<file path="config.mk">
export PLATFORM = sky130hd
export DESIGN_NAME = rv_bus_xbar
export DESIGN_NICKNAME = d
export VERILOG_FILES = /design/src/rtl/rv_bus_xbar.sv
export SDC_FILE = /design/constraint.sdc
export NUM_CORES = 1
export LEC_CHECK = 0
export CORE_AREA = 2 2 109 111
export CTS_CLUSTER_SIZE = 12
export DETAILED_ROUTE_END_ITERATION = 8
export DIE_AREA = 0 0 111 113
export GPL_TIMING_DRIVEN = 0
export MAX_ROUTING_LAYER = met4
export PLACE_DENSITY_LB_ADDON = 0.2
export SETUP_SLACK_MARGIN = 0.15
export SYNTH_ARGS = -nofsm -noshare
export SYNTH_HDL_FRONTEND = slang
export SYNTH_SLANG_ARGS = --single-unit
</file>
<file path="constraint.sdc">
create_clock -name clk_i -period 2.2 [get_ports clk_i]
set_input_delay 0.44 -clock clk_i [delete_from_list [all_inputs] [get_ports clk_i]]
set_output_delay 0.44 -clock clk_i [all_outputs]
set_load 0.01 [all_outputs]
</file>
<file path="src/rtl/rv_bus_xbar.sv">
// rv_bus_xbar: one LSU master to N slaves with base/mask address decode, an in-order
// response-tracking FIFO, generated errors for unmapped addresses and a head watchdog.
module rv_bus_xbar #(
    parameter int                XLEN     = 32,
    parameter int                N_SLAVES = 3,
    parameter int                DEPTH    = 2,
    parameter logic [XLEN-1:0]   SLAVE_BASE [N_SLAVES] = '{32'h0000_0000, 32'h8000_0000, 32'h8000_0010},
    parameter logic [XLEN-1:0]   SLAVE_MASK [N_SLAVES] = '{32'hFFFF_C000, 32'hFFFF_FFF0, 32'hFFFF_FFF0},
    parameter int                TIMEOUT  = 16
) (
    input  logic                          clk_i,
    input  logic                          rst_i,
    input  logic                          data_req_i,
    input  logic                          data_we_i,
    input  logic [XLEN/8-1:0]             data_be_i,
    input  logic [XLEN-1:0]               data_addr_i,
    input  logic [XLEN-1:0]               data_wdata_i,
    output logic                          data_gnt_o,
    output logic                          data_rvalid_o,
    output logic [XLEN-1:0]               data_rdata_o,
    output logic                          data_err_o,
    output logic [N_SLAVES-1:0]           slv_req_o,
    output logic                          slv_we_o,
    output logic [XLEN/8-1:0]             slv_be_o,
    output logic [XLEN-1:0]               slv_addr_o,
    output logic [XLEN-1:0]               slv_wdata_o,
    input  logic [N_SLAVES-1:0]           slv_rvalid_i,
    input  logic [N_SLAVES-1:0][XLEN-1:0] slv_rdata_i,
    output logic                          spurious_o
);

    localparam int IDX_W = $clog2(N_SLAVES + 1);
    localparam int PTR_W = $clog2(DEPTH) + 1;
    localparam int AW    = (DEPTH > 1) ? $clog2(DEPTH) : 1;
    localparam int CW    = (TIMEOUT > 0) ? $clog2(TIMEOUT + 1) : 1;

    // The extra index past the last slave tags requests that decoded to nothing.
    localparam logic [IDX_W-1:0] ERR     = IDX_W'(N_SLAVES);
    localparam logic [CW-1:0]    WAIT_TO = CW'(TIMEOUT);

    logic [IDX_W-1:0] sel;
    logic [XLEN-1:0]  sel_mask;
    logic             mapped;
    logic             push;
    logic             pop;

    logic [IDX_W-1:0] fifo_q [DEPTH];
    logic [PTR_W-1:0] wr_ptr_q;
    logic [PTR_W-1:0] rd_ptr_q;
    logic [PTR_W-1:0] level;
    logic [AW-1:0]    wr_idx;
    logic [AW-1:0]    rd_idx;
    logic             full;
    logic             empty;

    logic [IDX_W-1:0] head;
    logic             head_live;
    logic             head_rvalid;
    logic [XLEN-1:0]  head_rdata;
    logic [N_SLAVES-1:0] expected_rvalid;

    logic [CW-1:0]    wait_cnt_q;
    logic [CW-1:0]    wait_cnt_d;
    logic             timeout_hit;

    // Decode: walking from the top down lets the lowest-index hit overwrite the rest.
    always_comb begin
        // NOTE: every always_comb output gets a default first so no path can infer a latch.
        sel      = ERR;
        sel_mask = '1;
        for (int k = N_SLAVES - 1; k >= 0; k--) begin
            if ((data_addr_i & SLAVE_MASK[k]) == SLAVE_BASE[k]) begin
                sel      = IDX_W'(k);
                sel_mask = SLAVE_MASK[k];
            end
        end
    end

    assign mapped     = (sel != ERR);
    assign data_gnt_o = data_req_i & ~full & ~rst_i;
    assign push       = data_gnt_o;

    always_comb begin
        slv_req_o = '0;
        for (int k = 0; k < N_SLAVES; k++) begin
            slv_req_o[k] = push && mapped && (sel == IDX_W'(k));
        end
    end

    assign slv_we_o    = data_we_i;
    assign slv_be_o    = data_be_i;
    assign slv_wdata_o = data_wdata_i;
    assign slv_addr_o  = data_addr_i & ~sel_mask;

    // Tracking FIFO: pointers carry one wrap bit so full and empty fall out of the difference.
    assign level  = wr_ptr_q - rd_ptr_q;
    assign full   = (level == PTR_W'(DEPTH));
    assign empty  = (wr_ptr_q == rd_ptr_q);
    assign wr_idx = AW'(wr_ptr_q % PTR_W'(DEPTH));
    assign rd_idx = AW'(rd_ptr_q % PTR_W'(DEPTH));
    assign head   = fifo_q[rd_idx];

    assign head_live = !empty && (head != ERR);

    always_comb begin
        head_rvalid     = 1'b0;
        head_rdata      = '0;
        expected_rvalid = '0;
        for (int k = 0; k < N_SLAVES; k++) begin
            if (head == IDX_W'(k)) begin
                head_rvalid = slv_rvalid_i[k];
                head_rdata  = slv_rdata_i[k];
            end
            expected_rvalid[k] = head_live && (head == IDX_W'(k));
        end
    end

    assign timeout_hit = (TIMEOUT != 0) && !empty && (wait_cnt_q == WAIT_TO);

    // Response priority at the head: generated unmapped error, real response, watchdog error.
    always_comb begin
        data_rvalid_o = 1'b0;
        data_rdata_o  = '0;
        data_err_o    = 1'b0;
        pop           = 1'b0;
        if (!rst_i && !empty) begin
            if (head == ERR) begin
                data_rvalid_o = 1'b1;
                data_err_o    = 1'b1;
                pop           = 1'b1;
            end else if (head_rvalid) begin
                data_rvalid_o = 1'b1;
                data_rdata_o  = head_rdata;
                pop           = 1'b1;
            end else if (timeout_hit) begin
                data_rvalid_o = 1'b1;
                data_err_o    = 1'b1;
                pop           = 1'b1;
            end
        end
    end

    assign spurious_o = !rst_i && |(slv_rvalid_i & ~expected_rvalid);

    always_comb begin
        wait_cnt_d = wait_cnt_q;
        if (pop || empty || (TIMEOUT == 0)) begin
            wait_cnt_d = '0;
        end else if (wait_cnt_q != WAIT_TO) begin
            wait_cnt_d = wait_cnt_q + CW'(1);
        end
    end

    always_ff @(posedge clk_i) begin
        // NOTE: state registers use non-blocking assignments so every flop samples pre-edge values.
        if (rst_i) begin
            wr_ptr_q   <= '0;
            rd_ptr_q   <= '0;
            wait_cnt_q <= '0;
        end else begin
            if (push) begin
                wr_ptr_q <= wr_ptr_q + PTR_W'(1);
            end
            if (pop) begin
                rd_ptr_q <= rd_ptr_q + PTR_W'(1);
            end
            wait_cnt_q <= wait_cnt_d;
        end
    end

    // NOTE: the entry storage has no reset; the pointers alone decide which entries are valid.
    always_ff @(posedge clk_i) begin
        if (push) begin
            fifo_q[wr_idx] <= sel;
        end
    end

    a_req_onehot : assert property (@(posedge clk_i) disable iff (rst_i) $onehot0(slv_req_o));
    a_level_bound : assert property (@(posedge clk_i) disable iff (rst_i) level <= PTR_W'(DEPTH));

endmodule

</file>
## Word-level counts from Yosys, hierarchy flattened

Memories as Yosys holds them, arrays and structs flattened. A register that Yosys moved wholly into a read port is not among the register bits.
Cells that the tools add are included.

- Reductions and logical operators: 19
- Bitwise operators: 8
- Eq/ne operators: 13
- Add/subtract/negate cells: 4
- Mux-type cells: 26

Operators by type and width:

| kind | count |
|---|---|
| 2-to-1 mux 32 bit | 6 |
| == test 28 bit (second input constant) | 2 |
| AND 32 bit | 1 |
| zero test 32 bit | 1 |
| inverter 32 bit | 1 |
| 2-to-1 mux 1 bit | 15 |
| 2-to-1 mux 14 bit | 1 |
| logical AND 1 bit | 11 |
| == test 2 bit (second input constant) | 4 |
| 2-to-1 mux 4 bit | 2 |
| adder 5 x 1 -> 5 bit (second input constant) | 1 |
| == test 5 bit (second input constant) | 1 |
| != test 5 bit (second input constant) | 1 |
| adder 2 x 1 -> 2 bit (second input constant) | 2 |
| == test 2 x 1 -> 1 bit (second input constant) | 2 |
| zero test 2 bit | 2 |
| 2-to-1 mux 2 bit | 2 |
| != test 2 bit (second input constant) | 2 |
| AND 3 bit | 1 |
| inverter 3 bit | 1 |
| OR reduction 3 bit | 1 |
| AND 1 bit | 2 |
| == test 2 bit | 1 |
| zero test 1 bit | 2 |
| other kinds (4) | 5 |

- Input port bits: 171
- Memories: 1
- Word-level logic and storage cells: 74
- Register bits after elaboration: 9
- Memory bits (writable): 4

Memories:

| name | depth | bits a word | read ports | clocked after memory_dff | write ports | line | RTL |
|---|---|---|---|---|---|---|---|
| fifo_q | 2 | 2 | 1 | 1 | 1 | 47 | `logic [IDX_W-1:0] fifo_q [DEPTH];` |

## Depth between registers and ports, before layout

Gate-level depths: netlist of run 1.

- Depth in word-level cells: 9
- Mapped depth: 8

## Worst setup path after synthesis of run 1

No wires, ideal clock.

- Path type: input-to-output
- From: input port data_addr_i[21]
- To: output port slv_addr_o[10]
- Data required time: 1.760 ns
- Arrival time: 1.622 ns
- Stages on the path: 5
- Path slack: 0.138 ns
- Buffers on the path: 1
- Cells stage by stage: nor4_1 nand3_1 nor3_1 clkbuf_1 and2_1

- Word-level cells in the longest chain between the ends: 4

Ends and longest elaborated chain:

| element | line | RTL |
|---|---|---|
| from (decl) | 16 | `input logic [XLEN-1:0] data_addr_i,` |
| zero test 32 bit | 72 | `if ((data_addr_i & SLAVE_MASK[k]) == SLAVE_BASE[k]) begin` |
| 2-to-1 mux 14 bit | 72 |  |
| inverter 32 bit | 93 | `assign slv_addr_o = data_addr_i & ~sel_mask;` |
| AND 32 bit | 93 |  |
| to (decl) | 25 | `output logic [XLEN-1:0] slv_addr_o,` |

Every way passes these cells.

==> summary.md, run 1 <==
| Metric | Value |
|---|---|
| Outcome | complete, but fails checks |
| Failing checks | setup timing |
| DRC viols | 0 |
| Clock transition at path regs | 0.05 ns |
| Width of the die | 111 um |
| Hold EP | wait_cnt_q[1] |
| Synthesized flop and latch total | 14 |
| DR WL/cell | 15.18 um |
| Syn Std Cell Area | 2152 sq um |
| Filler cell count | 995 |
| Placed inst area | 4632 sq um |
| Initial antenna violation count | 0 |
| Seq/Total Area, Yosys | 14.88% |
| RSZ-0062 raised after global routing | yes |
| WP data required | 1.76 ns |
| Slew Limit Fails | 0 |
| Non-Filler Cell Area, Final | 6085 sq um |
| Final Worst Setup Slack | -0.1439 ns |
| F_max | 426.6 MHz |
| Worst hold start | wait_cnt_q[1] |
| DP HPWL | 8429 um |
| Worst reg2reg path endpoint | wait_cnt_q[2] |
| Crit end category | output pin |
| Core Area | 11270 sq um |
| Via count | 3315 |
| # clock sinks | 14 |
| Leakage | 2.478 nW |
| Syn_area_per_cell | 6.149 sq um |
| Skew-Pair Late Insertion Delay | 0.24 ns |
| Yosys cell types | 38 |
| Area leader, netlist | buf_4 |
| Largest net degree at the start of global routing | 11 |
| Min Tclk post-route | 2.344 ns |
| Layout overhead on the synthesized area | 182.7% |
| Die area | 12540 sq um |
| CP cell instances | mux2_4 > buf_6 > mux2i_1 > a31oi_1 > nor2_1 > a311oi_2 > buf_2 |
| Placed cell count | 733 |
| Nets | 800 |
| Maximum VDD drop | 0.0003012 V |
| CTS tree | yes |
| Layout Cells excl Fill | 769 |
| Critical Path AT | 1.90 ns |
| Io pins | 279 |
| Buffers on Ports | 223 |
| Multi-input gate area | 2280 sq um |
| GP Congestion | 0.8495 |
| Drt pass-1 iters | 4 |
| Post-place setup slack | -1.052 ns |
| Final hold violations | 0 |
| Slowest cell on crit path | dfxtp_4 |
| Clk Tree Root Cell | clkbuf_16 |
| Diode count | 0 |
| # setup viols final | 46 |
| DR iter-0 viols | 144 |
| Register area | 324.1 sq um |
| Starting Density | 19.09% |
| Gr usage total | 16.25% |
| Die Span Y | 113 um |
| Cts bufs inserted | 3 |
| WHS | 0.5571 ns |
| CTS Buffer Depth | 2 |
| Startpoint Class | flop |
| WP buf/inv | 2 |
| Worst Clk Skew | 0.002196 ns |
| CP Class | reg -> out |
| Total routed wirelength | 11680 um |
| Fin crit share | 106.5% |
| Register-to-register setup slack | 0.19 ns |
| Vias in the first global route | 3198 |
| First-pass GRT wire length | 16240 um |
| Reg2Reg Depth | 7 |
| Max-cap violation count | 0 |
| # rows | 39 |
| GRT overflow | 0 |
| Power Density | 470.0 nW/um^2 |
| Hold Crit Class | reg -> reg |
| Routed Antenna Nets | 0 |
| Number of cells on the critical path | 7 |
| Layout cells sized above 1 | 50.16% |
| Slowest stage delay, CP | 0.36 ns |
| CP delay by family, top | multiplexers |
| Post-synth top area share | 19.19% |
| Crit-path max FO | 6 |
| Hold Path Stages | 2 |
| Mapped Cells | 350 |
| H-Tree Level Count | 1 |
| Routed vias/inst | 4.311 |
| Ys Warns | 0 |
| Synth area leaders | buf_4 (19%), a21oi_1 (16%), nand2_1 (12%) |
[synth_stat cells (all sizes together)]
master   instances
a211oi           1
a21oi           67
a22oi            1
a311oi           1
a31o             1
a31oi            1
and2            15
buf             67
clkbuf          10
conb             1
dfxtp           10
edfxtp           4
ha               2
inv              4
mux2             2
mux2i            4
nand2           68
nand2b           2
nand3            3
nand4b           1
nor2            52
nor2b            2
nor3             7
nor4             8
nor4bb           1
o21a             1
o21ai            1
o2bb2ai          1
or2              1
or4b             1
xnor2            6
xor2             4
[worst max-delay path by stage]
| stage | end | start |
|---|---|---|
| after global routing | spurious_o | flop |
| after CTS | spurious_o | flop |
| after detailed placement | slv_addr_o[9] | data_addr_i[28] |
| after global placement | slv_addr_o[9] | data_addr_i[28] |
| after floorplan | data_rdata_o[0] | flop |
| final | spurious_o | flop |
[worst reg2reg max path, stage by stage, from the launching register on]
cell       delay [ns]
dfxtp_4          0.36
mux2_4           0.34
mux2i_4          0.21
o2bb2ai_4        0.10
buf_4            0.14
buf_6            0.11
or4b_4           0.52
nor3_2           0.16
[layout make-up]
cell class                 instances  area share [%]
timing repair buffer             255           41.17
multi-input combinational        272           37.47
buffer                            77           11.39
sequential                        14           5.326
tap                              143           2.941
clock buffer                       4           1.460
inverter                           4          0.2468
[state kept, by name, indices dropped and copies added, names as in the netlist, named ones only]
name and count:
wait_cnt_q 5, rd_ptr_q 2, fifo_q 4, wr_ptr_q 2
[stage by stage]
stage / power [mW] / TNS (ns) / utilization [%]
finish: 2.860 / -2.916 / 53.98
global placement: 1.587 / -43.29 / 41.09
detailed placement: 1.598 / -43.90 / 41.09
CTS: 2.328 / -3.632 / 46.40
global route: 3.028 / -5.899 / 53.98
floorplan: 1.066 / 0 / -
[repair_timing]
| action | CTS | global route |
|---|---|---|
| endpoints found under the setup margin | 57 | 54 |
| buffers inserted | 18 | 7 |
| hold buffers | 0 | 0 |
| gates resized for setup | 448 | 164 |
| cloned | 4 | 3 |
| pin swaps | 69 | 34 |
[power breakdown]
| group | switching, mW | internal (mW) |
|---|---|---|
| registers | 0.0253 | 0.301 |
| logic | 1.08 | 1.08 |
| clock network | 0.103 | 0.275 |
[logic make-up (layout without fill, tap and decap cells)]
| kind of cell | after synthesis | count (layout) | share of synthesized area (%) |
|---|---|---|---|
| adder cells (fa/ha/maj) | 2 | 2 | 1.163 |
| other | 1 | 18 | 0.1743 |
| buffers and inverters | 81 | 340 | 24.01 |
| AND/OR/NAND/NOR | 161 | 161 | 33.14 |
| flip-flops | 14 | 14 | 14.88 |
| XOR/XNOR | 10 | 10 | 4.070 |
| AO/OA/AOI/OAI | 75 | 75 | 18.90 |
| multiplexers | 6 | 6 | 3.663 |
[cell usage in the layout (no fill, tap or decap), types with 4 or more instances in the layout]
cell / netlist / layout
nor2_1: 52 / 21
buf_2: 5 / 28
buf_4: 55 / 74
and2_4: 0 / 13
a21oi_4: 0 / 36
a21oi_2: 0 / 19
buf_8: 0 / 5
xnor2_1: 6 / 6
clkdlybuf4s15_1: 0 / 6
edfxtp_1: 4 / 4
buf_12: 0 / 4
a21oi_1: 67 / 12
nor3_2: 1 / 4
conb_1: 1 / 18
nor2_2: 0 / 9
nor2_4: 0 / 22
buf_6: 0 / 54
nor4_4: 0 / 4
dlygate4sd2_1: 0 / 5
clkbuf_16: 0 / 8
clkbuf_8: 0 / 4
dfxtp_1: 10 / 9
nand2_1: 68 / 65
clkdlybuf4s50_1: 0 / 141
[per-layer routing]
layer	wire, um	share of wire, %	track usage [%]	vias up
met4	135	1.2	2.500	0
met5	0	0	-	-
met1	4416	38	18.28	1514
met3	717	6.1	2.839	10
li1	-	-	-	1635
met2	6407	55	30.72	156
(Power assumes the default switching activity.)
==> run 2, diff against run 1 <==
Settings changed: ABC_AREA set to 1, CORE_AREA 2 2 109 111 to not set, CORE_ASPECT_RATIO set to 0.5, CORE_MARGIN set to 2, CORE_UTILIZATION set to 27, DIE_AREA 0 0 111 113 to not set.
==> run 2 against run 1 <==
Critical path depth rose by 5. Register-to-register slack improved by 0.56 ns. Routed wire length fell by 11%. Clock skew barely moved. Largest cell class unchanged. Clock-buffer cell count did not move. Power fell by 44%. The run still ends with setup timing left. Non-clock buffer count rose by 7. Synthesized area rose by 7.5%. Global-route usage rose by 4.0 points. Fmax rose by 3.9%. Worst hold slack got worse by 0.082 ns. Largest power group unchanged.
==> summary.md, run 2 <==
| Metric | Value |
|---|---|
| Outcome | complete, but fails checks |
| Failing checks | setup timing |
| Slowest cell on crit path | edfxtp_1 |
| Synth cell count leaders | nand2_1 (138), nor2_1 (60), buf_4 (58) |
| First-pass GRT wire length | 15290 um |
| Width of the die | 134.9 um |
| Finished Core Util | 68.06% |
| Routed vias/inst | 4.252 |
| GRT overflow | 0 |
| Max-cap violation count | 0 |
| Clock transition at path regs | 0.04 ns |
| Internal | 1.065 mW |
| Crit-path max FO | 7 |
| Seq/Total Area, Yosys | 13.85% |
| Post-synth top area share | 22.39% |
| DRC viols | 0 |
| Main flop type after synthesis | dfxtp_1 |
| Placed cell count | 773 |
| Most flops, register | wait_cnt_q |
| Total routed wirelength | 10380 um |
| Die area | 9370 sq um |
| Synthesized flop and latch total | 14 |
| DR WL/cell | 12.58 um |
| Cts bufs inserted | 3 |
| DP HPWL | 7678 um |
| Crit end category | output pin |
| Post-synth EDFFs | 4 |
| Power Density | 287.1 nW/um^2 |
| Startpoint Class | flop |
| Fin crit share | 102.6% |
| Worst reg2reg path endpoint | wait_cnt_q[0] |
| F_max | 443.1 MHz |
| Most frequent CP cell | buf_6 |
| Clk pwr share | 21.5% |
| RSZ-0062 raised after global routing | yes |
| Vias in the first global route | 3260 |
| Initial antenna violation count | 0 |
| Layout cells sized above 1 | 41.51% |
| Biggest regs | wait_cnt_q (5), fifo_q (4) |
| Critical Path Source | fifo_q[1][0] |
| Die Span Y | 69.46 um |
| CTS Buffer Depth | 2 |
| Min Tclk post-route | 2.257 ns |
| # rows | 23 |
| GP Congestion | 0.7554 |
| Switching Fraction | 33.07% |
| Core Area | 8144 sq um |
| WP data required | 1.76 ns |
| Area leader, netlist | nand2_1 |
| Layout overhead on the synthesized area | 139.6% |
| Placed inst area | 4750 sq um |
| Critical Path AT | 1.82 ns |
| Via count | 3508 |
| Largest net degree at the start of global routing | 11 |
| Worst hold start | wr_ptr_q[1] |
| Io pins | 279 |
| CTS tree | yes |
| Nets | 887 |
| Share of flip-flops with an asynchronous set or reset | 0% |
| End of the critical path | data_rdata_o[9] |
| Slowest stage delay, CP | 0.35 ns |
| Starting Density | 28.41% |
| Filler cell count | 726 |
| Most frequent cell after synthesis | nand2_1 |
| Ys Warns | 0 |
| Routed Antenna Nets | 0 |
| Buffers on Ports | 223 |
| Most frequent cells in the layout | clkdlybuf4s50_1 (138), nand2_1 (124), buf_4 (90), buf_6 (42), buf_2 (36) |
| Power share of the combinational group | 60.5% |
| Clk Tree Root Cell | clkbuf_16 |
| Synth area leaders | nand2_1 (22%), buf_4 (19%), nor2_1 (9.7%) |
| Hold Crit Class | reg -> reg |
| Net load switching power | 0.5264 mW |
| Syn_area_per_cell | 5.495 sq um |
| Syn Std Cell Area | 2313 sq um |
| Post-place setup slack | -0.6760 ns |
| Reg2reg start | wait_cnt_q[0] |
| DR iter-0 viols | 84 |
| Largest register FFs | 5 |
| H-Tree Level Count | 1 |
| Layout Cells excl Fill | 825 |
| Register share of total power | 18.0% |
| Final hold violations | 0 |
| Diode count | 0 |
| Most common cell after layout, fill and taps aside | clkdlybuf4s50_1 |
| Final Worst Setup Slack | -0.05685 ns |
| Worst Clk Skew | 0.002695 ns |
| CP cell instances | inv_1 > nand2_1 > nand2_4 > inv_4 > nand2_2 > nand3_2 > inv_2 > nand3b_4 > buf_16 > buf_6 > nor2_4 > buf_6 |
| Gr usage total | 20.26% |
| Mapped Cells | 421 |
| # setup viols final | 21 |
| Skew-Pair Late Insertion Delay | 0.24 ns |
| Register-to-register setup slack | 0.75 ns |
| Yosys cell types | 29 |
| Slew Limit Fails | 0 |
| CP Class | reg -> out |
| Hold_buf cts | 0 |
| Drt pass-1 iters | 4 |
| Leakage | 2.739 nW |
| Maximum VDD drop | 0.0001680 V |
| Reg2Reg Depth | 8 |
| # clock sinks | 14 |
| Non-Filler Cell Area, Final | 5543 sq um |
[run 2: changes by cell type after synthesis, sizes merged, moves of 7 or more]
| cell | before | now |
|---|---|---|
| nand3 | 3 | 14 |
| a21oi | 67 | 41 |
| inv | 4 | 47 |
| and2 | 15 | 0 |
| nor2 | 52 | 64 |
| nor4 | 8 | 1 |
| nand2 | 68 | 143 |
| clkbuf | 10 | 0 |
[run 2: cells by family (layout without fill, tap and decap cells)]
| logic type | count (synthesis) | after routing | synth area share [%] |
|---|---|---|---|
| buffers and inverters | 115 | 390 | 29.42 |
| flip-flops | 14 | 14 | 13.85 |
| AO/OA/AOI/OAI | 46 | 46 | 10.11 |
| other | 1 | 18 | 0.1621 |
| adder cells (fa/ha/maj) | 2 | 2 | 1.081 |
| XOR/XNOR | 3 | 3 | 1.136 |
| AND/OR/NAND/NOR | 240 | 240 | 44.24 |
[run 2: critical path: cells and delay by family (launching register included)]
| kind | cells | cell delay [ns] |
|---|---|---|
| buffers and inverters | 6 | 0.62 |
| and+or+nand+nor | 6 | 0.59 |
| DFF | 1 | 0.35 |
[run 2: layer usage]
layer,GRT usage (%),wire [um],up-vias
met2,39.09,5706,128
met5,-,0,-
li1,-,-,1815
met3,2.485,637,20
met1,21.97,3787,1545
met4,5.146,250,0
[run 2: how the worst min path moves through the flow]
stage / to / slack (ns) / cells past startpoint
detailed placement: wr_ptr_q[1] / 0.48 / 2
global route: rd_ptr_q[1] / 0.50 / 2
global placement: wr_ptr_q[1] / 0.47 / 2
finish: wr_ptr_q[1] / 0.48 / 2
CTS: wr_ptr_q[1] / 0.49 / 2
floorplan: wr_ptr_q[1] / 0.45 / 2
[run 2: repair_timing]
item	CTS	global route
pin swaps	55	31
gates cloned	5	0
resized for setup	334	124
setup endpoints to repair	53	52
hold endpoints to repair	0	0
setup buffers	38	5
[run 2: layout make-up]
type	instances	area (sq um)	share of cell area [%]
buffer	68	560.5	10.11
clock buffer	4	78.83	1.422
multi-input combinational	309	1768	31.90
timing repair buffer	271	2489	44.90
sequential	14	327.8	5.914
tap	112	140.1	2.528
inverter	47	178.9	3.228
[run 2: per-stage QoR]
stage | hold slack, ns | setup TNS (ns) | total power, mW
6_report | 0.4756 | -0.9661 | 1.592
5_1_grt | 0.5040 | -3.912 | 1.694
4_1_cts | 0.4860 | -1.128 | 1.511
3_5_place_dp | 0.4790 | -25.34 | 1.080
3_3_place_gp | 0.4697 | -24.79 | 1.072
2_1_floorplan | 0.4541 | 0 | 0.6776
[run 2: power by group through the flow]
| stage | combinational, mW | sequential [mW] | clock [mW] |
|---|---|---|---|
| 2_1_floorplan | 0.390 | 0.287 | 0 |
| 3_3_place_gp | 0.783 | 0.289 | 0 |
| 3_5_place_dp | 0.790 | 0.289 | 0 |
| 4_1_cts | 0.877 | 0.287 | 0.348 |
| 5_1_grt | 1.04 | 0.288 | 0.364 |
| 6_report | 0.962 | 0.287 | 0.342 |
